File: src/rtl/loading_unit.sv
// loading_unit: parses framed program-load commands arriving on the UART RX
// byte stream, assembles little-endian 32-bit words and writes them into
// instruction memory. The core is held (busy_o) while a frame is in progress.
// Frame: SYNC, LEN_LO, LEN_HI, LEN*4 payload bytes, CHK (XOR of all but SYNC).
module loading_unit #(
  parameter logic [7:0]  SYNC_BYTE      = 8'hC0,
  parameter int unsigned MAX_WORDS      = 1024,
  parameter logic [31:0] BASE_ADDR      = 32'h0000_0000,
  parameter int unsigned TIMEOUT_CYCLES = 100000
) (
  input  logic        clk_i,
  input  logic        rst_i,
  input  logic [7:0]  rx_data_i,
  input  logic        rx_valid_i,
  output logic        imem_we_o,
  output logic [31:0] imem_addr_o,
  output logic [31:0] imem_wdata_o,
  output logic        busy_o,
  output logic        load_done_o,
  output logic        load_error_o,
  output logic [1:0]  error_code_o,
  output logic [15:0] words_written_o
);

  typedef enum logic [2:0] {
    S_IDLE, S_LEN_LO, S_LEN_HI, S_DATA, S_CHECK, S_DONE, S_ERROR
  } state_t;

  typedef enum logic [1:0] {
    ERR_NONE     = 2'd0,
    ERR_CHECKSUM = 2'd1,
    ERR_LENGTH   = 2'd2,
    ERR_TIMEOUT  = 2'd3
  } err_t;

  state_t      state, state_nxt;
  err_t        err_nxt;

  logic [15:0] length;
  logic [7:0]  checksum;
  logic [1:0]  byte_idx;
  logic [23:0] word_lo;     // bytes 0..2 of the word being assembled
  logic [31:0] tmo_cnt;     // cycles since the last byte inside a frame

  logic        sync_seen;
  logic        active;
  logic        timeout_hit;
  logic [15:0] len_full;
  logic        len_too_big;
  logic        last_word;

  assign sync_seen   = rx_valid_i && (rx_data_i == SYNC_BYTE);
  // The idle-gap watchdog only runs while waiting for frame bytes.
  assign active      = (state == S_LEN_LO) || (state == S_LEN_HI) ||
                       (state == S_DATA)   || (state == S_CHECK);
  // A byte arriving in the timeout cycle wins: it is consumed instead.
  assign timeout_hit = active && !rx_valid_i &&
                       (tmo_cnt == 32'(TIMEOUT_CYCLES - 1));
  assign len_full    = {rx_data_i, length[7:0]};
  assign len_too_big = 32'(len_full) > MAX_WORDS;
  assign last_word   = (words_written_o + 16'd1) == length;

  // State register.
  always_ff @(posedge clk_i) begin
    // NOTE: sequential state is always updated with non-blocking assignments
    // so every flop samples pre-edge values regardless of block ordering.
    if (rst_i) state <= S_IDLE;
    else       state <= state_nxt;
  end

  // Next-state logic, including the error cause for entries into S_ERROR.
  always_comb begin
    // NOTE: defaults first so no path through the case leaves a signal
    // unassigned, which would otherwise infer a latch.
    state_nxt = state;
    err_nxt   = ERR_NONE;
    case (state)
      S_IDLE:   if (sync_seen) state_nxt = S_LEN_LO;
      S_LEN_LO: if (rx_valid_i) state_nxt = S_LEN_HI;
      S_LEN_HI: if (rx_valid_i) begin
        if (len_too_big) begin
          state_nxt = S_ERROR;
          err_nxt   = ERR_LENGTH;
        end else if (len_full == 16'd0) begin
          state_nxt = S_CHECK;
        end else begin
          state_nxt = S_DATA;
        end
      end
      S_DATA:   if (rx_valid_i && (byte_idx == 2'd3) && last_word) state_nxt = S_CHECK;
      S_CHECK:  if (rx_valid_i) begin
        if (rx_data_i == checksum) begin
          state_nxt = S_DONE;
        end else begin
          state_nxt = S_ERROR;
          err_nxt   = ERR_CHECKSUM;
        end
      end
      // Both terminal states last one cycle; bytes arriving meanwhile are dropped.
      S_DONE, S_ERROR: state_nxt = S_IDLE;
      default:         state_nxt = S_IDLE;
    endcase
    if (timeout_hit) begin
      state_nxt = S_ERROR;
      err_nxt   = ERR_TIMEOUT;
    end
  end

  // Status outputs decoded from the state.
  always_comb begin
    busy_o       = (state != S_IDLE);
    load_done_o  = (state == S_DONE);
    load_error_o = (state == S_ERROR);
  end

  // Datapath: length/checksum capture, word assembly, memory writes, watchdog.
  always_ff @(posedge clk_i) begin
    if (rst_i) begin
      imem_we_o       <= 1'b0;
      imem_addr_o     <= '0;
      imem_wdata_o    <= '0;
      error_code_o    <= '0;
      words_written_o <= '0;
      length          <= '0;
      checksum        <= '0;
      byte_idx        <= '0;
      word_lo         <= '0;
      tmo_cnt         <= '0;
    end else begin
      imem_we_o <= 1'b0;

      if (!active || rx_valid_i) tmo_cnt <= '0;
      else                       tmo_cnt <= tmo_cnt + 32'd1;

      case (state)
        S_IDLE: if (sync_seen) begin
          error_code_o    <= ERR_NONE;
          words_written_o <= '0;
          checksum        <= '0;
          byte_idx        <= '0;
        end
        S_LEN_LO: if (rx_valid_i) begin
          length[7:0] <= rx_data_i;
          checksum    <= checksum ^ rx_data_i;
        end
        S_LEN_HI: if (rx_valid_i) begin
          length[15:8] <= rx_data_i;
          checksum     <= checksum ^ rx_data_i;
          byte_idx     <= '0;
        end
        S_DATA: if (rx_valid_i) begin
          checksum <= checksum ^ rx_data_i;
          byte_idx <= byte_idx + 2'd1;
          case (byte_idx)
            2'd0: word_lo[7:0]   <= rx_data_i;
            2'd1: word_lo[15:8]  <= rx_data_i;
            2'd2: word_lo[23:16] <= rx_data_i;
            default: begin
              imem_we_o       <= 1'b1;
              imem_wdata_o    <= {rx_data_i, word_lo};
              imem_addr_o     <= BASE_ADDR + {14'd0, words_written_o, 2'b00};
              words_written_o <= words_written_o + 16'd1;
            end
          endcase
        end
        default: ;
      endcase

      if (state_nxt == S_ERROR) error_code_o <= err_nxt;
    end
  end

endmodule

File: config.mk
export PLATFORM = sky130hd
export DESIGN_NAME = loading_unit
export DESIGN_NICKNAME = d
export VERILOG_FILES = /design/src/rtl/loading_unit.sv
export SDC_FILE = /design/constraint.sdc
export NUM_CORES = 1
export LEC_CHECK = 0
export ABC_AREA = 1
export CAP_MARGIN = 20
export CORE_UTILIZATION = 51
export DETAILED_ROUTE_END_ITERATION = 16
export GPL_ROUTABILITY_DRIVEN = 0
export PLACE_DENSITY_LB_ADDON = 0.08
export SETUP_SLACK_MARGIN = 0.5
export SLEW_MARGIN = 20
export SYNTH_ARGS = -nofsm -noshare
export SYNTH_HDL_FRONTEND = slang
export SYNTH_SLANG_ARGS = --single-unit
File: constraint.sdc
create_clock -name clk_i -period 3.1 [get_ports clk_i]
set_input_delay 0.62 -clock clk_i [delete_from_list [all_inputs] [get_ports clk_i]]
set_output_delay 0.62 -clock clk_i [all_outputs]
set_load 0.02 [all_outputs]
==> run_results.csv <==
group,metric,value,unit
power_and_ir_drop,clockPowerShare,49.4,%
floorplan,start_util,52.71,%
critical_path,r2r_cells,16,
drt,drc,0,
cts,clk_path_buf_depth,2,
logic_synthesis,syn_inst,986,
layout,area_delta_synth_final,22.25,%
drt,vias,6476,
logic_synthesis,netlist_area,7035,um2
logic_synthesis,synth_top_area_share,43.25,%
sta,clock.fmax,420.5,MHz
sta,finalCriticalPeriod,2.378,ns
power_and_ir_drop,seq_power_share,47.6,%
cts,cts_tree,"yes",
sta,setup_viol,0,
drt,wl_per_cell,13.56,um
logic_synthesis,yosysTopAreaCell,"dfxtp_1",
sta,rsz0062_at_grt,"no",
floorplan,die_w,119.5,um
floorplan,die_h,119.5,um
sta,fin_crit_sh,76.71,%
place,hpwl,11930,um
cts,insertion_delay,0.42,ns
layout,fin_area,8601,um2
grt,grt_pass1_wl,27660,um
logic_synthesis,syn_area_per_cell,7.135,um2
run_status,status,"complete, no violations",
layout,mostFrequentLayoutCells,"nor2_1 (185), dfxtp_1 (150), nand2_1 (149), o21ai_0 (105), inv_1 (91)",
grt,grtUsageTotal,24.51,%
sta,whs,0.4495,ns
grt,grt_max_degree,71,
cts,root_buffer,"clkbuf_16",
logic_synthesis,synthFlopType,"dfxtp_1",
floorplan,io_pins,97,
grt,grt_pass1_vias,5721,
hold_path,min_delay_path_depth,1,
layout,final_common_cell,"nor2_1",
layout,n_antenna_cell,0,
drt,final_antenna_net_count,0,
layout,final_nets,1083,
floorplan,die_area,14270,um2
critical_path,arrival,2.67,ns
cts,htree_levels,4,
sta,skew,0.007691,ns
power_and_ir_drop,p_int,3.211,mW
place,dpl_cell_area,7986,um2
cts,cts_buffers,17,
sta,tns,0,ns
grt,grt-ovfl-total,0,
critical_path,cp-end-kind,"register",
logic_synthesis,ys_seq_area_share,43.25,%
cts,holdBufCountCts,0,
sta,final-max-slew-violation-count,0,
power_and_ir_drop,combPwrFrac,3.0,%
place,io_buffer_count,80,
power_and_ir_drop,power_density,476.6,nW/um2
logic_synthesis,synth.distinct_cells,39,
place,post-place-ws,0.3864,ns
logic_synthesis,synth-async-reset-ratio,0,%
power_and_ir_drop,p_leak,3.202,nW
hold_path,hold_class,"reg2reg",
floorplan,num_rows,42,
sta,setup_slack,0.7219,ns
floorplan,core,13350,um2
logic_synthesis,ys_ff_latch,152,
grt,antenna_found_initial,0,
layout,nFillCells,1249,
layout,drive_gt1_share,8.256,%
power_and_ir_drop,ir_worst_vdd,0.0002720,V
drt,dr.pass1.iters,5,
critical_path,critPathMaxFanout,8,
drt,wl,17000,um
drt,vias_per_cell,5.164,
sta,hold_violations,0,
power_and_ir_drop,p_sw_share,21.66,%
drt,drt_iter0_drc,463,
job,maxCapViolCount,0,
critical_path,cp-start-kind,"register",
critical_path,criticalPathCategory,"reg2reg",
critical_path,critPathRequiredTime,3.39,ns
logic_synthesis,synth_edf_count,0,
logic_synthesis,synthTopCellsByArea,"dfxtp_1 (43%), nor2_1 (9.9%), nand2_1 (7.9%)",
cts,clkTransAtPathRegs,0.06,ns
logic_synthesis,synth_warnings,0,
cts,cts_sinks,152,
power_and_ir_drop,p_sw,0.8877,mW
critical path, stage by stage (launching register included):
cell     delay [ns]
dfxtp_4        0.39
ha_2           0.20
nand2_1        0.13
nor2_4         0.23
nand4_1        0.21
nand3_1        0.14
nand2_1        0.06
nor2_1         0.12
nand2_1        0.09
nor2_1         0.14
nand2_1        0.07
nand2_1        0.09
nand2_1        0.06
nand2_1        0.08
nand3_1        0.10
nand3_1        0.09
a21oi_1        0.06
cell type report:
| class | count | area, um2 | share of cell area, % |
|---|---|---|---|
| clock buffer | 20 | 456.7 | 5.310 |
| clock inverter | 12 | 125.1 | 1.455 |
| inverter | 95 | 356.6 | 4.146 |
| multi-input combinational | 702 | 3433 | 39.92 |
| sequential | 152 | 3050 | 35.47 |
| tap | 176 | 220.2 | 2.560 |
| timing repair buffer | 97 | 958.4 | 11.14 |
logic make-up after synthesis:
family	share of synthesized area, %
DFF	43.25
AOI/OAI and AO/OA	14.71
buffers and inverters	8.928
other	0.05330
adders and majority gates	1.245
xor gates and xnor gates	2.881
and+or+nand+nor	28.93
state kept, by name, indices dropped and copies added, names as in the netlist:
signal and flops:
words_written_o 16, byte_idx 2, error_code_o 2, checksum 8, state 3, tmo_cnt 32
length 16, imem_we_o 1, imem_addr_o 16, imem_wdata_o 32, word_lo 24
stage by stage:
step	instances	utilization [%]	power [mW]
after floorplan	1001	-	2.086
after global placement	1221	59.83	2.119
after detailed placement	1221	59.83	2.119
after CTS	1253	64.23	4.127
after global routing	1254	64.44	4.226
final	1254	64.44	4.099
power groups by stage:
stage                     clock [mW]  sequential (mW)  combinational, mW
after global placement             0             2.00              0.121
after floorplan                    0             2.00             0.0886
final                           2.02             1.95              0.123
after detailed placement           0             2.00              0.121
after CTS                       2.05             1.95              0.122
after global routing            2.14             1.95              0.133
routing by layer:
| layer | up-vias | global-route usage (%) | part of all wire [%] |
|---|---|---|---|
| li1 | 3341 | - | - |
| met1 | 2948 | 32.00 | 47 |
| met2 | 162 | 39.81 | 46 |
| met5 | - | 0 | 0 |
| met4 | 0 | 10.08 | 1.9 |
| met3 | 25 | 4.406 | 4.6 |
Yosys cell counts, types with 3 or more instances:
library cell and count:
a211oi_1 4, a21oi_1 77, buf_2 13, buf_4 16, clkbuf_1 22, dfxtp_1 152, ha_1 7, inv_1 93
nand2_1 149, nand2_2 5, nand3_1 53, nand4_1 19, nor2_1 185, nor2_2 12, nor2_4 4, nor3_1 16
nor4_1 7, o211a_1 4, o21ai_0 105, or2_2 3, xnor2_1 6, xor2_1 12
final timing paths:
kind	start	end	slack, ns
setup / recovery	words_written_o[0]	error_code_o[0]	0.72
hold / removal	tmo_cnt[0]	tmo_cnt[0]	0.45
setup reg to reg	words_written_o[0]	error_code_o[0]	0.72
hold reg to reg	tmo_cnt[0]	tmo_cnt[0]	0.45
timing repair:
item | in CTS | in global routing
buffers inserted | 0 | 1
pin swaps | 0 | 1
resized for setup | 1 | 8
endpoints found under the setup margin | 2 | 5
Power figures use the tool's default switching activity.
